<file path="config.mk">
export PLATFORM = sky130hd
export DESIGN_NAME = branch_predictor
export DESIGN_NICKNAME = d
export VERILOG_FILES = /design/src/rtl/branch_predictor.sv
export SDC_FILE = /design/constraint.sdc
export NUM_CORES = 1
export LEC_CHECK = 0
export ABC_AREA = 1
export BUFFER_PORTS_ARGS = -buffer_cell sky130_fd_sc_hd__buf_2
export CAP_MARGIN = 20
export CORE_MARGIN = 8
export CORE_UTILIZATION = 30
export CTS_CLUSTER_DIAMETER = 100
export DETAILED_ROUTE_END_ITERATION = 8
export HOLD_SLACK_MARGIN = 0.03
export SLEW_MARGIN = 20
export SYNTH_ARGS = -nofsm -noshare
export SYNTH_HDL_FRONTEND = slang
export SYNTH_SLANG_ARGS = --single-unit
</file>
<file path="constraint.sdc">
create_clock -name clk -period 7.9 [get_ports clk]
set_input_delay 0.395 -clock clk [delete_from_list [all_inputs] [get_ports clk]]
set_output_delay 0.395 -clock clk [all_outputs]
set_load 0.01 [all_outputs]
</file>
<file path="src/rtl/branch_predictor.sv">
// Bimodal 2-bit branch predictor with F->D->E record pipeline and resolution counters.
// Optional gshare indexing (PC XOR global history) is enabled by defining BP_GSHARE_EN.
module branch_predictor #(
  parameter int unsigned INDEX_W = 6,
  parameter int unsigned GHR_W   = 6
) (
  input  logic        clk,
  input  logic        rst,
  input  logic [31:0] pc_F,
  input  logic        branch_F,
  input  logic        stall_F,
  input  logic        stall_D,
  input  logic        stall_E,
  input  logic        flush_D,
  input  logic        flush_E,
  input  logic        branch_E,
  input  logic        actual_take_E,
  output logic        pred_take_F,
  output logic        pre_right,
  output logic        mispredict_E,
  output logic [31:0] branch_cnt,
  output logic [31:0] miss_cnt
);

  localparam int unsigned ENTRIES = 1 << INDEX_W;

  logic [1:0]         pht [ENTRIES];
  logic [INDEX_W-1:0] idx_F, idx_D, idx_E;
  logic               valid_D, pred_D;
  logic               valid_E, pred_E;
  logic               update;

  logic unused_pc;
  assign unused_pc = ^{pc_F[31:INDEX_W+2], pc_F[1:0]};

`ifdef BP_GSHARE_EN
  logic [GHR_W-1:0]   ghr;
  logic [INDEX_W-1:0] ghr_ext;

  always_comb begin
    ghr_ext            = '0;
    ghr_ext[GHR_W-1:0] = ghr;
  end

  assign idx_F = pc_F[INDEX_W+1:2] ^ ghr_ext;

  always_ff @(posedge clk or posedge rst) begin
    if (rst) begin
      ghr <= '0;
    end else if (update) begin
      ghr <= {ghr[GHR_W-2:0], actual_take_E};
    end
  end
`else
  assign idx_F = pc_F[INDEX_W+1:2];
`endif

  assign pred_take_F  = ~rst & branch_F & pht[idx_F][1];
  assign pre_right    = rst | ~branch_E | (pred_E == actual_take_E);
  assign mispredict_E = branch_E & ~pre_right;
  assign update       = branch_E & valid_E & ~stall_E;

  // A stalled F with a moving D hands D a bubble so the branch is not counted twice.
  always_ff @(posedge clk or posedge rst) begin
    if (rst) begin
      valid_D <= 1'b0;
      pred_D  <= 1'b0;
      idx_D   <= '0;
      valid_E <= 1'b0;
      pred_E  <= 1'b0;
      idx_E   <= '0;
    end else begin
      if (flush_D) begin
        valid_D <= 1'b0;
        pred_D  <= 1'b0;
        idx_D   <= '0;
      end else if (!stall_D) begin
        valid_D <= branch_F & ~stall_F;
        pred_D  <= pred_take_F;
        idx_D   <= idx_F;
      end
      if (flush_E) begin
        valid_E <= 1'b0;
        pred_E  <= 1'b0;
        idx_E   <= '0;
      end else if (!stall_E) begin
        valid_E <= valid_D;
        pred_E  <= pred_D;
        idx_E   <= idx_D;
      end
    end
  end

  always_ff @(posedge clk or posedge rst) begin
    if (rst) begin
      for (int unsigned i = 0; i < ENTRIES; i++) begin
        pht[i] <= 2'b01;
      end
    end else if (update) begin
      if (actual_take_E && pht[idx_E] != 2'b11) begin
        pht[idx_E] <= pht[idx_E] + 2'd1;
      end else if (!actual_take_E && pht[idx_E] != 2'b00) begin
        pht[idx_E] <= pht[idx_E] - 2'd1;
      end
    end
  end

  always_ff @(posedge clk or posedge rst) begin
    if (rst) begin
      branch_cnt <= '0;
      miss_cnt   <= '0;
    end else if (update) begin
      branch_cnt <= branch_cnt + 32'd1;
      if (mispredict_E) begin
        miss_cnt <= miss_cnt + 32'd1;
      end
    end
  end

endmodule

</file>
==> impl_metrics.ini, run 1 <==
[sta]
max_slew_margin = 0.406
grt_setup_unrepaired = false
period_minus_slack_ps = 4770
slew_viol_final = 0
fin_skew_ps = 10.4
fin_crit_sh = 0.604
fin_setup_tns_ps = 0
hold_slack_ps = 77.9
fmax_mhz = 210
finalHoldViolations = 0
final-setup-viol-count = 0
tightest_slew_ps = 886

[power_and_ir_drop]
power_density_nw_per_um2 = 204
power_uw = 2620
p_leak_uw = 0.00591
ir_drop_mv = 0.183

[floorplanning]
floorplan.initialDensity = 0.304
io-pin-count = 109
fp.dieArea_um2 = 43300
placement_rows = 70
floorplan.die.width_um = 208
die_y_um = 208
coreArea_um2 = 36400

[finish]
nFillCells = 3852
seq_area_um2 = 5290
diodes = 0
fin_util = 0.353
final_net_count = 1593
multiInputGateArea_um2 = 4940
area_growth_pct = 16.4
drive_above_1_share = 0.142

[clocking]
postCtsSetupRepairBufs = 0
cts.path.max_buffers = 3
cts_buffers = 26
clkLatencyLatePin_ps = 530
clock_sinks = 208
cts_tree = built
root_buffer = clkbuf_16
cts_resized = 0
cts.reportedPaths.clkPinSlew_ps = 60
cts_max_level = 1

[setup_path]
required_ps = 8340
crit_chain = buf_4 > inv_2 > nor3_2 > a22oi_1 > nand2_1 > o21ai_0 > nand2_1 > nor2_1 > and2_1 > ha_1 > xor2_1 > clkinv_1 > buf_4 > o21ai_0
path_class = flip-flop to flip-flop
cp-end-kind = flip-flop
slowest_delay_ps = 770
cp-start-kind = flip-flop
crit_path_max_fanout = 36
cp_slowest_cell = nor3_2
worstPathArrival_ps = 5210

[detailed_routing]
ant_nets = 0
dr.pass1.iters = 5
drt_wl_total_mm = 34.6
first_iter_violations = 1136
via_per_inst = 4.97
drc_errors = 0
num_vias = 10100
wl_per_cell_um = 17.0

[hold_path]
min_path_type = input pin to flip-flop

[yosys]
ys_seq_area_frac = 0.478
synth_edf_count = 0
synth_cell_types = 29
synthFlopType = dfrtp_1
syn_inst = 1474
ys_top_cells_by_count = nand2_1, nand3_1, dfrtp_1
syn-cell-area_um2 = 11100
syn_avg_cell_area_um2 = 7.51
yosys.area.top_type = dfrtp_1
synth.most_common_cell = nand2_1
synth.area.top_cells = dfrtp_1, nand2_1, dfstp_2
synth_seq_cells = 208
async_flop_share = 1.00
synth_nets = 1520
yosys_warnings = 0
synth_top_area_share = 0.326

[placement]
place_hpwl_mm = 22.0
gp_congestion = 0.877
port-buffer-count = 82

[job]
max_cap_violations = 0

[global_routing]
overflow = 0
grt_antenna_before_repair = 1
grt_pass1_vias = 9964
grt_max_degree = 90
grt_util_all_layers = 0.156
grt_pass1_wl_mm = 55.7

[status]
run_status = completed
## per-layer routing
metal	up-vias	track usage	part of all wire
met5	-	0	0.00029
met4	2	0.0575	0.031
met3	72	0.0227	0.066
met2	367	0.263	0.47
met1	4814	0.201	0.43
li1	4851	-	-
## power by group
group | internal (µW) | switching, µW
logic | 36.3 | 140
clock network | 861 | 492
registers | 1080 | 14.4
total | 1980 | 646
## repair_timing
item	4_1_cts	5_1_grt
hold buffers	1	0
endpoints found under the hold margin	61	0
setup endpoints to repair	0	0
## cells by family (layout without fill, tap and decap cells)
logic type                 after synthesis  after routing  share of synthesized area
buffers and inverters                  202            295                     0.0771
AOI/OAI and AO/OA                      134            134                     0.0639
adders and majority gates                4              4                    0.00452
xor gates and xnor gates                61             61                     0.0483
DFF                                    208            208                      0.478
and+or+nand+nor                        865            865                      0.329
## area by class of cell
type | count | area share
Sequential cell | 208 | 0.410
Multi-Input combinational cell | 1064 | 0.384
Clock buffer | 36 | 0.0613
Inverter | 155 | 0.0458
Tap cell | 468 | 0.0455
Timing Repair Buffer | 92 | 0.0382
Clock inverter | 12 | 0.0153
## cell usage in the layout (no fill, tap or decap), types with 5 or more instances in the layout
master     Yosys  final
dfrtp_1      144    144
nand4_1       31     31
nand3_1      149    149
clkbuf_16      0     27
xnor2_1       22     22
buf_4         12      8
buf_2         10     82
nand2_1      514    514
dfstp_2       64     64
xor2_1        39     39
nor4_1         9      9
nor3_1        27     27
o21ai_0       84     84
o22ai_1       13     13
nor2_1       122    121
inv_1        141    139
bufinv_16      0      5
clkbuf_8       0      8
clkinv_1       7      7
a22oi_1        8      8
nor3_2         6      6
inv_2          7      8
a21oi_1       25     25
## path summary, 6_finish.rpt
check	from	to	slack, ps	depth (start not counted)
max in group asynchronous	rst	pht[45]$_DFFE_PP0P_	5690	5
hold reg to reg	branch_cnt[31]$_DFFE_PP0P_	branch_cnt[31]$_DFFE_PP0P_	460	1
hold / removal	stall_F	valid_D$_DFFE_PP0P_	80	2
setup / recovery	idx_E[0]$_DFFE_PP0P_	pht[49]$_DFFE_PP0P_	3130	14
setup reg to reg	idx_E[0]$_DFFE_PP0P_	pht[49]$_DFFE_PP0P_	3130	14
min in group asynchronous	rst	branch_cnt[4]$_DFFE_PP0P_	490	3
## stage by stage
stage	instance area, µm²	worst slack (ps)	std cells
floorplan	11100	1910	1474
finish	12900	3130	2035
global route	12900	2910	2035
CTS	12900	3190	2035
global placement	11900	3290	1986
detailed placement	11900	3210	1986
## worst max-delay path: cells and delay by family (launching register included)
| kind | cells | cell delay, ps |
|---|---|---|
| AO/OA/AOI/OAI | 3 | 510 |
| XOR/XNOR | 1 | 170 |
| adder cells (fa/ha/maj) | 1 | 290 |
| buffers and inverters | 4 | 2080 |
| flip-flops | 1 | 320 |
| AND/OR/NAND/NOR | 5 | 1250 |
Note: power is estimated with default switching activity, not from simulation.
==> run 2: changes to the inputs <==
Clock period 7.9 ns to 4.95 ns, I/O delays scaled along.
==> run 2 against run 1 <==
Effect of this change:
- flip-flop and latch count is the same
- clock-buffer cell count up 5
- setup slack lost 2100 ps
- cell count increased by 0.29%
- hold slack worse by 30 ps
- non-clock buffer count grew 10
- critical path depth grew 5
- first-iteration DRC count rose by 0.70%
- clock power rose by 35%
- clock skew down 3.0 ps
- global-route usage decreased by 0.19 points
- register-to-register slack got worse by 2100 ps
- critical endpoint is now pht[51]$_DFFE_PP0P_
- largest power group unchanged
==> impl_metrics.ini, run 2 (synthesis gave the netlist of run 1 again) <==
[clocking]
clock_sinks = 208
cts_tree = built
cts_max_level = 1
root_buffer = clkbuf_16
cts_buffers = 25
cts.path.max_buffers = 3
clkLatencyLatePin_ps = 520
cts.reportedPaths.clkPinSlew_ps = 60

[detailed_routing]
drc_errors = 0
ant_nets = 0
first_iter_violations = 1144
num_vias = 10100
dr.pass1.iters = 5
wl_per_cell_um = 16.7
via_per_inst = 4.97
drt_wl_total_mm = 34.0

[global_routing]
grt_antenna_before_repair = 2
grt_util_all_layers = 0.154
grt_max_degree = 177
grt_pass1_vias = 10000
grt_pass1_wl_mm = 55.2
overflow = 0

[hold_path]
min_path_type = input pin to flip-flop

[power_and_ir_drop]
netSwitchingFraction = 0.251
ir_drop_mv = 0.235
power_frac_comb = 0.074
clkPwrFrac = 0.473
p_leak_uw = 0.00586
pwr-share-seq = 0.453
p_int_uw = 2890
switching_power_uw = 968
power_density_nw_per_um2 = 301

[setup_path]
cp-start-kind = flip-flop
crit_path_max_fanout = 31
r2r_start = idx_E[0]$_DFFE_PP0P_
crit_path_end = pht[51]$_DFFE_PP0P_
required_ps = 5340
path_class = flip-flop to flip-flop
rrSetupSlack_ps = 1080
cp-end-kind = flip-flop
worst_r2r_path_depth = 19
crit_path_start = idx_E[0]$_DFFE_PP0P_
worstPathArrival_ps = 4270
r2r-end = pht[51]$_DFFE_PP0P_

[sta]
tightest_slew_ps = 959
grt_setup_unrepaired = false
final-setup-viol-count = 0
fmax_mhz = 258
period_minus_slack_ps = 3870
fin_skew_ps = 7.42
fin_crit_sh = 0.782
slew_viol_final = 0
fin_setup_tns_ps = 0
max_slew_margin = 0.361
finalHoldViolations = 0

[floorplanning]
floorplan.initialDensity = 0.304
fp.dieArea_um2 = 43300
die_y_um = 208
coreArea_um2 = 36400
floorplan.die.width_um = 208
placement_rows = 70
io-pin-count = 109

[finish]
fin_util = 0.351
drive_above_1_share = 0.137
final_net_count = 1602
area_growth_pct = 15.7
diodes = 0
final_common_cell = nand2_1
final_cell_mix = nand2_1, nand3_1, dfrtp_1

[job]
max_cap_violations = 0

[placement]
gp_congestion = 0.873
place_hpwl_mm = 21.8
port-buffer-count = 82

[status]
run_status = completed
[run 2: cell types whose count changed in the layout (fill, tap and decap cells not counted), sizes merged]
cell,change
dlygate4sd3,+5
clkbuf,+5
inv,-2
buf,+5
clkinv,-3
bufinv,-4
[run 2: area by class of cell]
| class | instances | area [µm²] |
|---|---|---|
| flip-flops and latches | 208 | 5290 |
| clock buffers | 41 | 766 |
| clock inverters | 3 | 42.5 |
| fillers | 3829 | 23600 |
| multi-input cells | 1064 | 4940 |
| repair buffers | 102 | 601 |
| inverters | 155 | 586 |
| well taps | 468 | 586 |
[run 2: worst min-delay path by stage]
stage               startpoint                        end  slack [ps]  cells past startpoint
floorplan              stall_F        valid_D$_DFFE_PP0P_         360                      1
global placement           rst  branch_cnt[4]$_DFFE_PP0P_         430                      2
detailed placement         rst  branch_cnt[2]$_DFFE_PP0P_         430                      2
CTS                    flush_E         pred_E$_DFFE_PP0P_          30                      4
global route           flush_E         pred_E$_DFFE_PP0P_          80                      4
finish                 flush_E         pred_E$_DFFE_PP0P_          50                      4
[run 2: repair_timing]
item,in CTS,in global routing
hold endpoints to repair,36,0
hold buffers,6,0
gates resized for setup,0,0
setup buffers,0,0
[run 2: layer usage]
metal  track usage  up-vias  routed length, µm
met4        0.0546        2               1210
met3        0.0245       83               2160
met2         0.257      303              15900
met1         0.202     4892              14700
met5             0        -                 13
li1              -     4868                  -
[run 2: power groups by stage]
stage / Combinational [µW] / Clock, µW / Sequential [µW]
4_1_cts: 288 / 1860 / 1750
2_1_floorplan: 172 / 0 / 1780
3_3_place_gp: 282 / 0 / 1780
6_report: 286 / 1820 / 1750
3_5_place_dp: 285 / 0 / 1780
5_1_grt: 317 / 1920 / 1750
[run 2: per-stage QoR]
stage	instance area [µm²]	worst slack, ps	hold WS [ps]	total power, µW	instances
2_1_floorplan	11100	1190	356	1950	1474
3_3_place_gp	11900	1220	431	2060	1991
3_5_place_dp	11900	1160	431	2060	1991
4_1_cts	12800	1110	31.1	3900	2041
5_1_grt	12800	764	79.0	3990	2041
6_report	12800	1080	47.9	3860	2041
[run 2: critical path: stages, from the launching register on]
cell and delay (ps):
dfrtp_1 390, inv_2 500, nor3_2 280, a22oi_1 200, nand2_1 90, o21ai_0 200
nand2_1 70, nor2_1 180, nand3_1 110, ha_1 200, inv_1 60, nand2_1 70
o21ai_0 80, nand2_1 190, nor2_1 140, clkinv_1 420, nor2_1 310, inv_1 100
nand2_1 60, o21ai_0 70
